<file path="config.mk">
export PLATFORM = sky130hd
export DESIGN_NAME = zxesp32_uart_rx
export DESIGN_NICKNAME = d
export VERILOG_FILES = /design/src/rtl/zxesp_pkg.sv /design/src/rtl/zxesp_sync_fifo.sv /design/src/rtl/zxesp32_uart_rx.sv
export SDC_FILE = /design/constraint.sdc
export NUM_CORES = 1
export LEC_CHECK = 0
export ABC_CLOCK_PERIOD_IN_PS = 9750
export BUFFER_PORTS_ARGS = -buffer_cell sky130_fd_sc_hd__clkbuf_2
export CORE_ASPECT_RATIO = 0.5
export CORE_MARGIN = 5
export CORE_UTILIZATION = 61
export DETAILED_ROUTE_END_ITERATION = 10
export MAX_ROUTING_LAYER = met4
export PLACE_DENSITY = 0.81
export SLEW_MARGIN = 10
export SYNTH_ARGS = -nofsm -noshare
export SYNTH_HDL_FRONTEND = slang
export SYNTH_SLANG_ARGS = --single-unit
</file>
<file path="constraint.sdc">
create_clock -name clk_peripheral -period 9.75 [get_ports clk_peripheral]
set_input_delay 1.95 -clock clk_peripheral [delete_from_list [all_inputs] [get_ports clk_peripheral]]
set_output_delay 1.95 -clock clk_peripheral [all_outputs]
set_load 0.03 [all_outputs]
</file>
<file path="src/rtl/zxesp_pkg.sv">
// Shared types and constants for the ESP32-side UART receiver.
package zxesp_pkg;

    typedef enum logic [1:0] {
        IDLE  = 2'd0,
        START = 2'd1,
        DATA  = 2'd2,
        STOP  = 2'd3
    } zxesp_rx_state_t;

    localparam int OVERSAMPLE = 16;
    localparam int MID_SAMPLE = 7;

    function automatic logic majority3(input logic a, input logic b, input logic c);
        return (a & b) | (a & c) | (b & c);
    endfunction

endpackage

</file>
<file path="src/rtl/zxesp_sync_fifo.sv">
// First-word-fall-through synchronous FIFO; extra pointer bit separates full from empty.
module zxesp_sync_fifo #(
    parameter int WIDTH      = 8,
    parameter int DEPTH_LOG2 = 4
) (
    input  logic                  clk_peripheral,
    input  logic                  reset,
    input  logic                  wr_en,
    input  logic [WIDTH-1:0]      wr_data,
    output logic                  full,
    input  logic                  rd_en,
    output logic [WIDTH-1:0]      rd_data,
    output logic                  empty,
    output logic [DEPTH_LOG2:0]   level
);

    logic [WIDTH-1:0]    mem [2**DEPTH_LOG2];
    logic [DEPTH_LOG2:0] wr_ptr;
    logic [DEPTH_LOG2:0] rd_ptr;
    logic                do_wr;
    logic                do_rd;

    assign empty = (wr_ptr == rd_ptr);
    assign full  = (wr_ptr[DEPTH_LOG2] != rd_ptr[DEPTH_LOG2]) &&
                   (wr_ptr[DEPTH_LOG2-1:0] == rd_ptr[DEPTH_LOG2-1:0]);
    assign level = wr_ptr - rd_ptr;

    // A pop frees the head slot in the same cycle, so a push into a full FIFO still lands.
    assign do_rd = rd_en && !empty;
    assign do_wr = wr_en && (!full || do_rd);

    assign rd_data = empty ? '0 : mem[rd_ptr[DEPTH_LOG2-1:0]];

    always_ff @(posedge clk_peripheral or posedge reset) begin
        if (reset) begin
            wr_ptr <= '0;
            rd_ptr <= '0;
        end else begin
            if (do_wr) wr_ptr <= wr_ptr + 1'b1;
            if (do_rd) rd_ptr <= rd_ptr + 1'b1;
        end
    end

    always_ff @(posedge clk_peripheral) begin
        if (do_wr) mem[wr_ptr[DEPTH_LOG2-1:0]] <= wr_data;
    end

endmodule

</file>
<file path="src/rtl/zxesp32_uart_rx.sv">
// 8N1 receiver for the ESP32 serial line: 16x oversampling, majority vote, FIFO-buffered stream out.
//   state | meaning
//   IDLE  | waiting for a falling edge on an armed line
//   START | checking the start bit at its centre
//   DATA  | shifting in data bits, LSB first
//   STOP  | checking the stop bit, then back to IDLE
module zxesp32_uart_rx
    import zxesp_pkg::*;
#(
    parameter int DATA_BITS       = 8,
    parameter int FIFO_DEPTH_LOG2 = 4,
    parameter int DIV_WIDTH       = 16,
    parameter int SYNC_STAGES     = 2
) (
    input  logic                       clk_peripheral,
    input  logic                       reset,
    input  logic                       uart_rx,
    input  logic                       enable,
    input  logic [DIV_WIDTH-1:0]       baud_div,
    output logic [DATA_BITS-1:0]       m_data,
    output logic                       m_valid,
    input  logic                       m_ready,
    output logic [FIFO_DEPTH_LOG2:0]   fifo_level,
    output logic                       frame_err,
    output logic                       break_det,
    output logic                       overrun,
    input  logic                       overrun_clr
);

    localparam int SCW = $clog2(OVERSAMPLE);
    localparam int BCW = $clog2(DATA_BITS + 1);
    localparam logic [SCW-1:0] SAMP_A  = SCW'(MID_SAMPLE);
    localparam logic [SCW-1:0] SAMP_B  = SCW'(MID_SAMPLE + 1);
    localparam logic [SCW-1:0] VOTE_AT = SCW'(MID_SAMPLE + 2);
    localparam logic [BCW-1:0] LAST_BIT = BCW'(DATA_BITS - 1);

    logic [SYNC_STAGES-1:0] sync_q;
    logic                   rx_s;
    logic [DIV_WIDTH-1:0]   div_cnt;
    logic                   tick;
    zxesp_rx_state_t        state;
    logic [SCW-1:0]         samp_cnt;
    logic [BCW-1:0]         bit_cnt;
    logic [DATA_BITS-1:0]   shift_q;
    logic                   samp_a;
    logic                   samp_b;
    logic                   vote;
    logic                   armed;
    logic                   push;
    logic                   fifo_full;
    logic                   fifo_empty;

    assign rx_s = sync_q[SYNC_STAGES-1];

    always_ff @(posedge clk_peripheral or posedge reset) begin
        if (reset) sync_q <= '1;
        else       sync_q <= {sync_q[SYNC_STAGES-2:0], uart_rx};
    end

    assign tick = enable && (div_cnt == '0);

    always_ff @(posedge clk_peripheral or posedge reset) begin
        if (reset)         div_cnt <= '0;
        else if (tick)     div_cnt <= baud_div;
        else if (enable)   div_cnt <= div_cnt - 1'b1;
    end

    assign vote = majority3(samp_a, samp_b, rx_s);
    assign push = tick && (state == STOP) && (samp_cnt == VOTE_AT) && vote;

    // A failed stop bit disarms start detection until the line is seen high again,
    // so a held-low break produces a single error rather than a train of frames.
    always_ff @(posedge clk_peripheral or posedge reset) begin
        if (reset) begin
            state     <= IDLE;
            samp_cnt  <= '0;
            bit_cnt   <= '0;
            shift_q   <= '0;
            samp_a    <= 1'b1;
            samp_b    <= 1'b1;
            armed     <= 1'b0;
            frame_err <= 1'b0;
            break_det <= 1'b0;
        end else begin
            frame_err <= 1'b0;
            break_det <= 1'b0;
            if (rx_s) armed <= 1'b1;
            if (!enable) begin
                state    <= IDLE;
                samp_cnt <= '0;
            end else if (state == IDLE) begin
                samp_cnt <= '0;
                if (!rx_s && armed) state <= START;
            end else if (tick) begin
                samp_cnt <= samp_cnt + 1'b1;
                if (samp_cnt == SAMP_A) samp_a <= rx_s;
                if (samp_cnt == SAMP_B) samp_b <= rx_s;
                if (samp_cnt == VOTE_AT) begin
                    case (state)
                        START: begin
                            if (vote) begin
                                state <= IDLE;
                            end else begin
                                state   <= DATA;
                                bit_cnt <= '0;
                            end
                        end
                        DATA: begin
                            shift_q <= {vote, shift_q[DATA_BITS-1:1]};
                            if (bit_cnt == LAST_BIT) state <= STOP;
                            else                     bit_cnt <= bit_cnt + 1'b1;
                        end
                        STOP: begin
                            state <= IDLE;
                            if (!vote) begin
                                frame_err <= 1'b1;
                                break_det <= (shift_q == '0);
                                armed     <= 1'b0;
                            end
                        end
                        default: state <= IDLE;
                    endcase
                end
            end
        end
    end

    always_ff @(posedge clk_peripheral or posedge reset) begin
        if (reset)                             overrun <= 1'b0;
        else if (push && fifo_full && !m_ready) overrun <= 1'b1;
        else if (overrun_clr)                  overrun <= 1'b0;
    end

    zxesp_sync_fifo #(
        .WIDTH      (DATA_BITS),
        .DEPTH_LOG2 (FIFO_DEPTH_LOG2)
    ) u_fifo (
        .clk_peripheral (clk_peripheral),
        .reset          (reset),
        .wr_en          (push),
        .wr_data        (shift_q),
        .full           (fifo_full),
        .rd_en          (m_ready),
        .rd_data        (m_data),
        .empty          (fifo_empty),
        .level          (fifo_level)
    );

    assign m_valid = !fifo_empty;

endmodule
</file>
## Yosys cells after proc, flatten, opt, wreduce, memory -nomap -nowiden

Memories as Yosys holds them, arrays and structs flattened.
Index checks and enable logic that the tools add are counted.

- Add/sub/neg operators: 6
- Eq/ne operators: 16
- Mux-type cells: 40
- Bitwise logic cells: 6
- Reduce and logical (&&, ||, !) cells: 26

Operators by type and width:

| operator | number |
|---|---|
| $mux W16 | 2 |
| $mux W1 | 23 |
| $mux W4 | 5 |
| $logic_not A16 Y1 | 1 |
| $sub A16 B1 Y16 const B | 1 |
| $mux W2 | 7 |
| $reduce_and A4 Y1 | 3 |
| $add A5 B1 Y5 const B | 2 |
| $logic_and A1 B1 Y1 | 10 |
| $add A4 B1 Y4 const B | 2 |
| $eq A4 B3 Y1 const B | 2 |
| $eq A4 B4 Y1 const B | 2 |
| $logic_not A8 Y1 | 1 |
| $mux W8 | 1 |
| $pmux W4 S2 | 1 |
| $reduce_and A7 Y1 | 1 |
| $ne A3 B1 Y1 const B | 2 |
| $reduce_bool A2 Y1 | 3 |
| $eq A5 B5 Y1 | 1 |
| $reduce_and A5 Y1 | 1 |
| $sub A5 B5 Y5 | 1 |
| $eq A2 B2 Y1 const B | 2 |
| $eq A4 B4 Y1 | 1 |
| $logic_not A1 Y1 | 4 |
| 11 further kinds | 15 |

- Flip-flop bits (word level): 52
- Memory bits (writable): 128
- Input bits: 22
- Output and inout port bits: 17
- Memories: 1

Memories:

| name | words | bits a word | rd ports | clocked after Yosys merged registers in | wr ports | RTL line | RTL |
|---|---|---|---|---|---|---|---|
| u_fifo.mem | 16 | 8 | 1 | 0 | 1 | zxesp_sync_fifo.sv:17 | `logic [WIDTH-1:0] mem [2**DEPTH_LOG2];` |

## Depth between registers and ports, before layout

Gate-level depths: netlist of the first run.

- Word-level depth: 9
- Depth in mapped cells: 10

## Cells and area by module

A second synthesis of the first run with hierarchy kept.

- Cell total of the unflattened synthesis: 524
- Area, all modules: 8072.7 µm²

Modules (own cells, without submodules):

| module | instances | cells each | area each (µm²) |
|---|---|---|---|
| zxesp_sync_fifo | 1 | 293 | 5710.5 |
| zxesp32_uart_rx | 1 | 231 | 2362.3 |

## Worst setup path before layout of the first run

No wires, ideal clock.

- Path type: reg2out
- Start point: register u_fifo.rd_ptr[2]
- End point: output m_data[0]
- Arrival time: 2.600 ns
- Required time: 7.800 ns
- Slack: 5.200 ns
- Stages on the path, launching flop included: 8
- Cells stage by stage: dfrtp_1 -> inv_2 -> buf_1 -> ha_1 -> and4_1 -> nand2_1 -> nand2_1 -> o22ai_1

- Cells in the longest elaborated chain, start to end: 2
- Elaborated cells between the ends (all ways): 3
- Classes of those cells: 1 x eq/ne; 1 x mux; 1 x memory

RTL lines:

| what | RTL line | RTL |
|---|---|---|
| from (decl) | zxesp_sync_fifo.sv:19 | `logic [DEPTH_LOG2:0] rd_ptr;` |
| from (signal assigned) | zxesp_sync_fifo.sv:40 | `if (do_rd) rd_ptr <= rd_ptr + 1'b1;` |
| $mem_v2 Z16 W8 / $eq A5 B5 Y1 (equally long branches) | n/a |  |
| $mux W8 (*) | zxesp_sync_fifo.sv:32 | `assign rd_data = empty ? '0 : mem[rd_ptr[DEPTH_LOG2-1:0]];` |
| to (decl) | zxesp32_uart_rx.sv:20 | `output logic [DATA_BITS-1:0] m_data,` |

Mark *: on every way between the ends. The rest lies on a longest branch, timed or not.

## Final worst setup path of the first run

- Start point: register u_fifo.rd_ptr[0]
- End point: output m_data[2]

Same word-level chain as after synthesis.

==> results.sh, run 1 <==
export IMPL_dieArea_um2=15470
export IMPL_fin_skew_ns=0.009175
export IMPL_clkPwrFrac_pct=33.0
export IMPL_wl_per_cell_um=23.29
export IMPL_p_leak_uw=0.003549
export IMPL_clockBufferDepth=2
export IMPL_synth_edf_count=128
export IMPL_ctsHtreeMaxLevel=4
export IMPL_io_pins=39
export IMPL_cp_arrival_ns=2.82
export IMPL_slowest_delay_ns=0.86
export IMPL_initial_core_util_pct=62.42
export IMPL_die_y_um=90.50
export IMPL_layout_min_cycle_time_ns=4.767
export IMPL_wl_mm=17.19
export IMPL_synth_distinct_cells=62
export IMPL_path_cells="ha_1 -> and4_1 -> nand2_1 -> nand2_1 -> o22ai_1 -> clkbuf_2"
export IMPL_firstDrtPassIters=5
export IMPL_antenna_found_initial=0
export IMPL_root_buffer="clkbuf_16"
export IMPL_cts_setup_buffers=0
export IMPL_syn_area_um2=7905
export IMPL_fmax_mhz=209.8
export IMPL_cts_resized=0
export IMPL_cp_required_ns=7.80
export IMPL_finalWeightedCongestion=0.8622
export IMPL_synth_seq_cells=180
export IMPL_ctsHoldBuffers=0
export IMPL_nets=598
export IMPL_rsz0062_at_grt="no"
export IMPL_grt_pass1_vias=4735
export IMPL_drc=0
export IMPL_p_total_uw=1990
export IMPL_setup_viol=0
export IMPL_vias=4706
export IMPL_drive_gt1_share_pct=22.89
export IMPL_via_per_inst=6.377
export IMPL_clkTransAtPathRegs_ns=0.07
export IMPL_grt_overflow_total=0
export IMPL_ir_worst_vdd_uv=168.8
export IMPL_hp_class="flop to flop"
export IMPL_combPwrFrac_pct=19.2
export IMPL_antenna_cells=0
export IMPL_fin_tns_setup_ns=0
export IMPL_dp_slack_ns=4.657
export IMPL_path_delay_family="flip-flops"
export IMPL_die_w_um=171.0
export IMPL_hold_viol=0
export IMPL_cts_tree="done"
export IMPL_grt_first_pass_wirelength_mm=27.45
export IMPL_path_class="flop to output pin"
export IMPL_drt_initial_drc_count=422
export IMPL_p_seq_share_pct=47.8
export IMPL_p_sw_uw=631.0
export IMPL_avgSynthCellArea_um2=15.35
export IMPL_grtUsageTotal_pct=24.49
export IMPL_worst_pin_slew_ns=1.193
export IMPL_clk_latency_ns=0.43
export IMPL_fill_cells=808
export IMPL_internal_power_uw=1359
export IMPL_synth_fp_nets=557
export IMPL_syn_inst=515
export IMPL_switching_share_pct=31.72
export IMPL_cpMaxStageDelayCell="dfrtp_4"
export IMPL_fin_ws_ns=4.983
export IMPL_startpoint_type="flop"
export IMPL_cts_sinks=180
export IMPL_slew_headroom_pct=19.85
export IMPL_synth_seq_area_share_pct=65.15
export IMPL_cap_violations=0
export IMPL_yosys_most_used_dff="edfxtp_1"
export IMPL_area_growth_pct=11.60
export IMPL_drv_slew=0
export IMPL_power_density_nw_per_um2=225.5
export IMPL_dpl_hpwl_mm=11.03
export IMPL_yosysWarnings=0
export IMPL_grt_max_degree=53
export IMPL_portBuffers=38
export IMPL_antenna_left=0
export IMPL_status="finished, final reports clean"
export IMPL_period_share_pct=48.90
export IMPL_synthArstFlopShare_pct=28.89
export IMPL_cp_end_kind="output pin"
export IMPL_core_area_um2=12660
export IMPL_critPathBufInv=1
export IMPL_fp_row_count=29
export IMPL_cts_made_buffers=17
export IMPL_cp_max_fo=36
export IMPL_crit_top_cell="nand2_1"
[worst paths after layout]
check / startpoint / to / slack (ns) / depth (start not counted)
hold reg to reg: sync_q[0]$_DFF_PP1_ / sync_q[1]$_DFF_PP1_ / 0.36 / 0
min in group asynchronous: reset / shift_q[1]$_DFFE_PP0P_ / 1.68 / 3
setup / recovery: u_fifo.rd_ptr[0]$_DFFE_PP0P_ / m_data[2] / 4.98 / 6
max in group asynchronous: reset / u_fifo.rd_ptr[0]$_DFFE_PP0P_ / 7.57 / 3
hold / removal: sync_q[0]$_DFF_PP1_ / sync_q[1]$_DFF_PP1_ / 0.36 / 0
setup reg to reg: u_fifo.rd_ptr[0]$_DFFE_PP0P_ / u_fifo.mem[1][7]$_DFFE_PP_ / 6.00 / 6
[cells in the mapped netlist (3+ instances only)]
cell / count / share of area, %
dfrtp_1: 48 / 15
nor3b_1: 3 / 0.28
xnor2_1: 18 / 2.0
inv_1: 22 / 1.0
nor4_1: 4 / 0.32
nand4_1: 7 / 0.55
o21ai_0: 7 / 0.44
and4_1: 3 / 0.33
nor2_1: 31 / 1.5
mux2i_1: 18 / 2.3
buf_2: 4 / 0.25
and2_1: 5 / 0.40
buf_1: 3 / 0.14
nand2b_1: 3 / 0.24
nand2_1: 29 / 1.4
nand3_1: 19 / 1.2
edfxtp_1: 128 / 49
mux4_2: 32 / 9.1
o22ai_1: 9 / 0.71
mux2_2: 10 / 1.4
ha_1: 19 / 3.0
nor2b_1: 3 / 0.24
dfstp_2: 4 / 1.3
clkbuf_1: 10 / 0.47
nor3_1: 13 / 0.82
a21oi_1: 14 / 0.89
o31ai_1: 4 / 0.38
[state kept, by name, summed over array words and instances (netlist names)]
register	count
armed	1
bit_cnt	4
break_det	1
div_cnt	16
frame_err	1
overrun	1
samp_a	1
samp_b	1
samp_cnt	4
shift_q	8
state	2
sync_q	2
u_fifo.mem	128
u_fifo.rd_ptr	5
u_fifo.wr_ptr	5
[cell families (layout without fill, tap and decap cells)]
logic type	Yosys count	in the layout	share of synthesized area (%)
buf+inv	41	94	2.105
fa+ha+maj	21	21	3.387
xor+xnor	20	20	2.216
simple gates	139	139	9.829
flops	180	180	65.15
mux	60	60	12.82
compound gates	54	54	4.495
[area by class of cell]
cell class	count	area, µm²	share of cell area (%)
inverters	23	86.33	0.9786
clock buffers	17	425.4	4.822
repair buffers	40	205.2	2.326
flip-flops and latches	180	5154	58.42
multi-input cells	294	2594	29.40
clock inverters	14	145.1	1.645
well taps	170	212.7	2.411
[power by group through the flow]
| stage | Sequential [µW] | Clock [µW] | Combinational (µW) |
|---|---|---|---|
| after floorplan | 909 | 0 | 348 |
| after global placement | 964 | 0 | 368 |
| after detailed placement | 966 | 0 | 377 |
| after CTS | 951 | 661 | 381 |
| after global routing | 965 | 696 | 418 |
| final | 950 | 657 | 382 |
[placed cells by master, fill, tap and decap left out, types with 3 or more instances in the layout]
| cell type | count |
|---|---|
| nor3b_1 | 3 |
| mux4_2 | 32 |
| o22ai_1 | 9 |
| inv_8 | 5 |
| a21oi_1 | 14 |
| clkinv_4 | 4 |
| inv_1 | 21 |
| mux2i_1 | 18 |
| edfxtp_1 | 128 |
| o21ai_0 | 7 |
| nor2_1 | 31 |
| xnor2_1 | 18 |
| dfrtp_1 | 47 |
| clkbuf_2 | 38 |
| nor4_1 | 4 |
| nand4_1 | 7 |
| o31ai_1 | 4 |
| nand3_1 | 19 |
| ha_1 | 19 |
| dfstp_2 | 4 |
| and4_1 | 3 |
| and2_1 | 5 |
| mux2_2 | 10 |
| nor2b_1 | 3 |
| nand2b_1 | 3 |
| nand2_1 | 29 |
| nor3_1 | 12 |
| clkbuf_16 | 17 |
[stage by stage]
| step | util [%] | instances | hold WS, ns | cell area (µm²) |
|---|---|---|---|---|
| 2_1_floorplan | - | 515 | 0.3452 | 7905 |
| 3_3_place_gp | 65.10 | 707 | 0.3463 | 8244 |
| 3_5_place_dp | 65.10 | 707 | 0.3473 | 8244 |
| 4_1_cts | 69.61 | 738 | 0.3573 | 8815 |
| 5_1_grt | 69.67 | 738 | 0.3624 | 8822 |
| 6_report | 69.67 | 738 | 0.3566 | 8822 |
[per-layer routing]
layer	global-route usage [%]	vias up	part of all wire [%]
met3	5.728	24	9.3
li1	-	2064	-
met1	35.63	2378	44
met4	8.899	0	2.0
met5	-	-	0
met2	34.16	240	45
(Power assumes the default switching activity.)
==> inputs of run 2 (changes only) <==
--- a/config.mk
+++ b/config.mk
@@ -5,7 +5,8 @@
 export SDC_FILE = /design/constraint.sdc
 export NUM_CORES = 1
 export LEC_CHECK = 0
-export ABC_CLOCK_PERIOD_IN_PS = 9750
+export ABC_AREA = 1
+export ABC_CLOCK_PERIOD_IN_PS = 4900
 export BUFFER_PORTS_ARGS = -buffer_cell sky130_fd_sc_hd__clkbuf_2
 export CORE_ASPECT_RATIO = 0.5
 export CORE_MARGIN = 5
==> constraint.sdc (replaced) <==
create_clock -name clk_peripheral -period 4.9 [get_ports clk_peripheral]
set_input_delay 0.98 -clock clk_peripheral [delete_from_list [all_inputs] [get_ports clk_peripheral]]
set_output_delay 0.98 -clock clk_peripheral [all_outputs]
set_load 0.03 [all_outputs]
==> run 2 against run 1 <==
Sequential power grew 91%. Largest cell class unchanged. Critical endpoint is now m_data[5]. Register-to-register slack got worse by 4.3 ns. Non-clock buffer count is 1 higher. First-iteration DRC count is 76% higher. Critical path type unchanged. Clock power is 120% higher. Via count grew 24%. Combinational power increased to 4.4 times the previous value.
==> results.sh, run 2 <==
export IMPL_avgSynthCellArea_um2=10.99
export IMPL_wl_per_cell_um=18.69
export IMPL_initial_core_util_pct=61.58
export IMPL_timing_rr_start="u_fifo.rd_ptr[1]$_DFFE_PP0P_"
export IMPL_synth_top_area_cell="edfxtp_1"
export IMPL_synth_top_area_share_pct=46.71
export IMPL_drt_initial_drc_count=744
export IMPL_portBuffers=38
export IMPL_grt_first_pass_wirelength_mm=29.05
export IMPL_yosysMostFrequentCell="edfxtp_1"
export IMPL_layout_min_cycle_time_ns=3.697
export IMPL_antenna_cells=0
export IMPL_synth_seq_area_share_pct=62.58
export IMPL_cap_violations=0
export IMPL_antenna_found_initial=0
export IMPL_final_core_util_pct=68.42
export IMPL_ff2ff_setup_slack_ns=1.70
export IMPL_grtUsageTotal_pct=23.95
export IMPL_drive_gt1_share_pct=15.60
export IMPL_clk_latency_ns=0.44
export IMPL_clkTransAtPathRegs_ns=0.07
export IMPL_cts_resized=0
export IMPL_synth_seq_cells=180
export IMPL_period_share_pct=75.44
export IMPL_firstDrtPassIters=5
export IMPL_syn_area_um2=8229
export IMPL_min_path_cells=0
export IMPL_root_buffer="clkbuf_16"
export IMPL_power_density_nw_per_um2=542.8
export IMPL_hold_viol=0
export IMPL_rsz0062_at_grt="no"
export IMPL_holdPathEnd="sync_q[1]$_DFF_PP1_"
export IMPL_yosys_most_used_dff="edfxtp_1"
export IMPL_switching_share_pct=37.88
export IMPL_internal_power_uw=3083
export IMPL_core_area_um2=13360
export IMPL_fmax_mhz=270.5
export IMPL_ctsHoldBuffers=0
export IMPL_path_class="flop to output pin"
export IMPL_post_synth_main_area_contributors="edfxtp_1 47%, dfrtp_1 15%, nor2_1 5.5%"
export IMPL_drc=0
export IMPL_syn_inst=749
export IMPL_combPwrFrac_pct=34.0
export IMPL_hp_class="flop to flop"
export IMPL_area_growth_pct=11.10
export IMPL_cts_sinks=180
export IMPL_clockBufferDepth=2
export IMPL_grt_pass1_vias=5705
export IMPL_die_y_um=92.13
export IMPL_via_per_inst=6.005
export IMPL_vias=5831
export IMPL_worst_pin_slew_ns=1.015
export IMPL_final_common_cell="edfxtp_1"
export IMPL_place_inst=939
export IMPL_synth_distinct_cells=47
export IMPL_cp_required_ns=3.92
export IMPL_nets=824
export IMPL_largest_register_ffs=128
export IMPL_cts_made_buffers=17
export IMPL_wl_mm=18.15
export IMPL_clkPwrFrac_pct=29.5
export IMPL_startpoint_type="flop"
export IMPL_cp_end_kind="output pin"
export IMPL_synthArstFlopShare_pct=28.89
export IMPL_min_from="sync_q[0]$_DFF_PP1_"
export IMPL_cp_arrival_ns=2.72
export IMPL_ctsHtreeMaxLevel=4
export IMPL_synth_commonest_cells="128 x edfxtp_1, 120 x nor2_1, 92 x nand2_1"
export IMPL_p_seq_share_pct=36.6
export IMPL_antenna_left=0
export IMPL_finalWeightedCongestion=0.9021
export IMPL_layout_cells_non_filler=971
export IMPL_reg2reg_depth=9
export IMPL_dieArea_um2=16050
export IMPL_slew_headroom_pct=32.20
export IMPL_fin_skew_ns=0.01263
export IMPL_fin_tns_setup_ns=0
export IMPL_grt_max_degree=67
export IMPL_p_sw_uw=1880
export IMPL_yosysWarnings=0
export IMPL_io_pins=39
export IMPL_synth_edf_count=128
export IMPL_cts_setup_buffers=0
export IMPL_status="finished, final reports clean"
export IMPL_reg2reg_to="u_fifo.mem[11][0]$_DFFE_PP_"
export IMPL_dpl_hpwl_mm=11.64
export IMPL_cp_max_fo=19
export IMPL_cts_tree="done"
export IMPL_ir_worst_vdd_uv=317.6
export IMPL_die_w_um=174.3
export IMPL_p_leak_uw=0.003789
export IMPL_grt_overflow_total=0
export IMPL_synth_fp_nets=791
export IMPL_drv_slew=0
export IMPL_layout_common_cells="128 x edfxtp_1, 120 x nor2_1, 92 x nand2_1, 78 x o21ai_0, 49 x inv_1"
export IMPL_setup_viol=0
export IMPL_hold_ws_ns=0.3580
export IMPL_fp_row_count=30
## run 2: cell types whose count changed after synthesis, moves of 15 or more
cell and delta:
inv_1 +28, mux2i_1 -17, mux4_2 -32, nand2_1 +63, nor2_1 +89, o211ai_1 +19, o21ai_0 +71, xor2_1 +15
## run 2: critical path, stage by stage, from the launching register on
cell,delay [ns]
dfrtp_1,0.60
inv_1,0.38
ha_1,0.43
nand2_1,0.09
nor2_4,0.16
nand3_4,0.12
inv_1,0.21
a31oi_1,0.08
clkbuf_2,0.20
## run 2: logic make-up (layout without fill, tap and decap cells)
group	Yosys count	in the layout	synth area share, %
xor gates and xnor gates	21	21	2.235
adders and majority gates	20	20	3.132
AOI/OAI and AO/OA	157	157	11.22
muxes	1	1	0.1216
DFF	180	180	62.58
buffers and inverters	82	128	4.287
and+or+nand+nor	288	288	16.42
## run 2: stage by stage
| step | power, µW | cell area, µm² | worst slack (ns) |
|---|---|---|---|
| after floorplan | 3094 | 8229 | 1.961 |
| final | 4962 | 9143 | 1.203 |
| after detailed placement | 3501 | 8516 | 1.711 |
| after global placement | 3461 | 8516 | 1.800 |
| after CTS | 4945 | 9143 | 1.241 |
| after global routing | 5206 | 9143 | 1.035 |
## run 2: cell type report
class	instances	area, µm²
clock inverters	14	197.7
clock buffers	18	429.2
inverters	55	206.4
multi-input cells	487	2726
well taps	176	220.2
flip-flops and latches	180	5150
fillers	927	4220
repair buffers	41	212.7
## run 2: how the worst max path moves through the flow
stage | from | end | cells past startpoint
after floorplan | u_fifo.rd_ptr[1]$_DFFE_PP0P_ | m_data[0] | 8
after global placement | u_fifo.rd_ptr[0]$_DFFE_PP0P_ | m_data[1] | 6
after detailed placement | u_fifo.rd_ptr[1]$_DFFE_PP0P_ | m_data[5] | 8
after CTS | u_fifo.rd_ptr[1]$_DFFE_PP0P_ | m_data[5] | 8
after global routing | u_fifo.rd_ptr[1]$_DFFE_PP0P_ | m_data[5] | 8
final | u_fifo.rd_ptr[1]$_DFFE_PP0P_ | m_data[5] | 8
## run 2: power by group through the flow
stage | registers [µW] | clock network (µW) | logic, µW
after global routing | 1830 | 1540 | 1840
after floorplan | 1800 | 0 | 1290
after detailed placement | 1840 | 0 | 1660
after global placement | 1840 | 0 | 1620
final | 1810 | 1460 | 1690
after CTS | 1810 | 1460 | 1670
## run 2: layer usage
metal / global-route usage (%) / part of all wire (%) / vias up
met5: - / 0 / -
met4: 8.887 / 2.5 / 0
met3: 5.231 / 8.9 / 34
met2: 36.38 / 47 / 294
met1: 32.19 / 42 / 2811
li1: - / - / 2692
==> inputs of run 3 (changes only) <==
--- a/config.mk
+++ b/config.mk
@@ -6,14 +6,14 @@
 export NUM_CORES = 1
 export LEC_CHECK = 0
 export ABC_AREA = 1
-export ABC_CLOCK_PERIOD_IN_PS = 4900
+export ABC_CLOCK_PERIOD_IN_PS = 3300
 export BUFFER_PORTS_ARGS = -buffer_cell sky130_fd_sc_hd__clkbuf_2
 export CORE_ASPECT_RATIO = 0.5
 export CORE_MARGIN = 5
-export CORE_UTILIZATION = 61
+export CORE_UTILIZATION = 55
 export DETAILED_ROUTE_END_ITERATION = 10
 export MAX_ROUTING_LAYER = met4
-export PLACE_DENSITY = 0.81
+export PLACE_DENSITY = 0.77
 export SLEW_MARGIN = 10
 export SYNTH_ARGS = -nofsm -noshare
 export SYNTH_HDL_FRONTEND = slang
==> constraint.sdc (replaced) <==
create_clock -name clk_peripheral -period 3.3 [get_ports clk_peripheral]
set_input_delay 0.66 -clock clk_peripheral [delete_from_list [all_inputs] [get_ports clk_peripheral]]
set_output_delay 0.66 -clock clk_peripheral [all_outputs]
set_load 0.03 [all_outputs]
==> run 3 against run 2 <==
Die area is 10% higher. Routed wire length is 1.6% higher. Cell count is 4.0% higher. Critical path type unchanged. Sequential power is 50% higher. Critical endpoint is now m_data[7]. Largest cell class unchanged. Sequential cell count stayed put. Power is 49% higher.
==> results.sh, run 3 (same netlist as run 2, synthesis figures left out) <==
export IMPL_clkTransAtPathRegs_ns=0.08
export IMPL_startpoint_type="flop"
export IMPL_p_leak_uw=0.003884
export IMPL_cpMaxStageDelayCell="dfrtp_2"
export IMPL_fp_row_count=31
export IMPL_die_w_um=183.0
export IMPL_multi_input_area_um2=2726
export IMPL_die_y_um=96.50
export IMPL_status="finished, final reports clean"
export IMPL_firstDrtPassIters=5
export IMPL_ir_worst_vdd_uv=502.4
export IMPL_final_common_cell="edfxtp_1"
export IMPL_antenna_found_initial=0
export IMPL_dieArea_um2=17660
export IMPL_clockBufferDepth=2
export IMPL_internal_power_uw=4450
export IMPL_path_class="flop to output pin"
export IMPL_drt_initial_drc_count=481
export IMPL_largest_register_ffs=128
export IMPL_cts_sinks=180
export IMPL_wl_mm=18.44
export IMPL_grt_overflow_total=0
export IMPL_root_buffer="clkbuf_16"
export IMPL_cts_tree="done"
export IMPL_slowest_delay_ns=0.53
export IMPL_hold_viol=0
export IMPL_clkPwrFrac_pct=28.6
export IMPL_regArea_um2=5152
export IMPL_initial_core_util_pct=56.58
export IMPL_slew_headroom_pct=48.57
export IMPL_core_area_um2=14550
export IMPL_reg2reg_depth=9
export IMPL_startpoint="u_fifo.rd_ptr[2]$_DFFE_PP0P_"
export IMPL_placed_area_um2=8685
export IMPL_switching_share_pct=39.70
export IMPL_timing_rr_start="u_fifo.rd_ptr[2]$_DFFE_PP0P_"
export IMPL_clk_latency_ns=0.44
export IMPL_area_growth_pct=13.11
export IMPL_reg2reg_to="u_fifo.mem[15][5]$_DFFE_PP_"
export IMPL_cp_arrival_ns=2.47
export IMPL_fmax_mhz=319.3
export IMPL_fill_cells=1084
export IMPL_io_pins=39
export IMPL_p_sw_uw=2930
export IMPL_cp_num_cells=8
export IMPL_grtUsageTotal_pct=22.86
export IMPL_finalWeightedCongestion=0.9192
export IMPL_worst_pin_slew_ns=0.7714
export IMPL_cts_resized=0
export IMPL_cts_setup_buffers=0
export IMPL_via_per_inst=5.787
export IMPL_antenna_cells=0
export IMPL_ctsHtreeMaxLevel=4
export IMPL_endpoint="m_data[7]"
export IMPL_period_share_pct=94.89
export IMPL_combPwrFrac_pct=34.7
export IMPL_cap_violations=0
export IMPL_path_delay_family="buffers and inverters"
export IMPL_p_seq_share_pct=36.7
export IMPL_vias=5845
export IMPL_grt_pass1_vias=5783
export IMPL_nets=841
export IMPL_path_cells="inv_2 -> ha_1 -> nand2_2 -> nor2_4 -> nand3_4 -> inv_1 -> a31oi_1 -> clkbuf_2"
export IMPL_portBuffers=38
export IMPL_cts_made_buffers=17
export IMPL_ctsHoldBuffers=0
export IMPL_fin_tns_setup_ns=0
export IMPL_antenna_left=0
export IMPL_drc=0
export IMPL_drv_slew=0
export IMPL_hp_class="input pin to asynchronous set/reset pin"
export IMPL_dpl_hpwl_mm=11.52
export IMPL_fin_skew_ns=0.01272
export IMPL_drive_gt1_share_pct=17.73
export IMPL_ff2ff_setup_slack_ns=0.60
export IMPL_cp_required_ns=2.64
export IMPL_rsz0062_at_grt="no"
export IMPL_fin_ws_ns=0.1686
export IMPL_grt_max_degree=46
export IMPL_layout_min_cycle_time_ns=3.131
export IMPL_cp_max_fo=12
export IMPL_final_area_um2=9308
export IMPL_wl_per_cell_um=18.25
export IMPL_layout_common_cells="128 x edfxtp_1, 120 x nor2_1, 92 x nand2_1, 78 x o21ai_0, 49 x inv_1"
export IMPL_dp_slack_ns=0.5121
export IMPL_grt_first_pass_wirelength_mm=30.07
export IMPL_critPathBufInv=3
export IMPL_power_density_nw_per_um2=792.9
export IMPL_setup_viol=0
export IMPL_cp_end_kind="output pin"
[run 3: cell types whose count changed in the layout (fill, tap and decap cells not counted), sizes merged]
cell and delta:
buf +17, bufinv -3, clkbuf -1, clkinvlp -2, inv +6
[run 3: worst min path at each step]
stage	startpoint	endpoint	cells past startpoint
CTS	reset	u_fifo.rd_ptr[1]$_DFFE_PP0P_	2
floorplan	sync_q[0]$_DFF_PP1_	sync_q[1]$_DFF_PP1_	0
global placement	sync_q[0]$_DFF_PP1_	sync_q[1]$_DFF_PP1_	0
finish	reset	u_fifo.rd_ptr[1]$_DFFE_PP0P_	2
detailed placement	sync_q[0]$_DFF_PP1_	sync_q[1]$_DFF_PP1_	0
global route	reset	div_cnt[9]$_DFFE_PP0P_	2
[run 3: power groups by stage]
stage / clock [µW] / sequential, µW / combinational [µW]
after global placement: 0 / 2740 / 2440
after detailed placement: 0 / 2740 / 2490
after CTS: 2120 / 2700 / 2560
final: 2110 / 2710 / 2560
after global routing: 2240 / 2730 / 2820
after floorplan: 0 / 2670 / 1920
[run 3: final cells by class]
| class | count | share of cell area [%] |
|---|---|---|
| clock buffers | 17 | 4.571 |
| clock inverters | 15 | 2.070 |
| inverters | 55 | 2.218 |
| multi-input cells | 487 | 29.29 |
| flip-flops and latches | 180 | 55.36 |
| well taps | 198 | 2.662 |
| repair buffers | 58 | 3.831 |
[run 3: per-layer routing]
metal | track usage (%) | vias to the layer above | routed length [µm]
met3 | 4.301 | 42 | 1210
met5 | - | - | 0
met2 | 37.90 | 225 | 9092
met1 | 28.79 | 2861 | 7646
li1 | - | 2717 | -
met4 | 8.364 | 0 | 486
[run 3: through the flow]
stage | total power (µW) | utilization [%] | hold WS, ns | cells
finish | 7380 | 63.99 | 0.1776 | 1010
global route | 7782 | 63.99 | 0.1970 | 1010
detailed placement | 5231 | 59.71 | 0.3476 | 978
CTS | 7375 | 63.96 | 0.1790 | 1010
floorplan | 4593 | - | 0.3452 | 749
global placement | 5181 | 59.71 | 0.3460 | 978
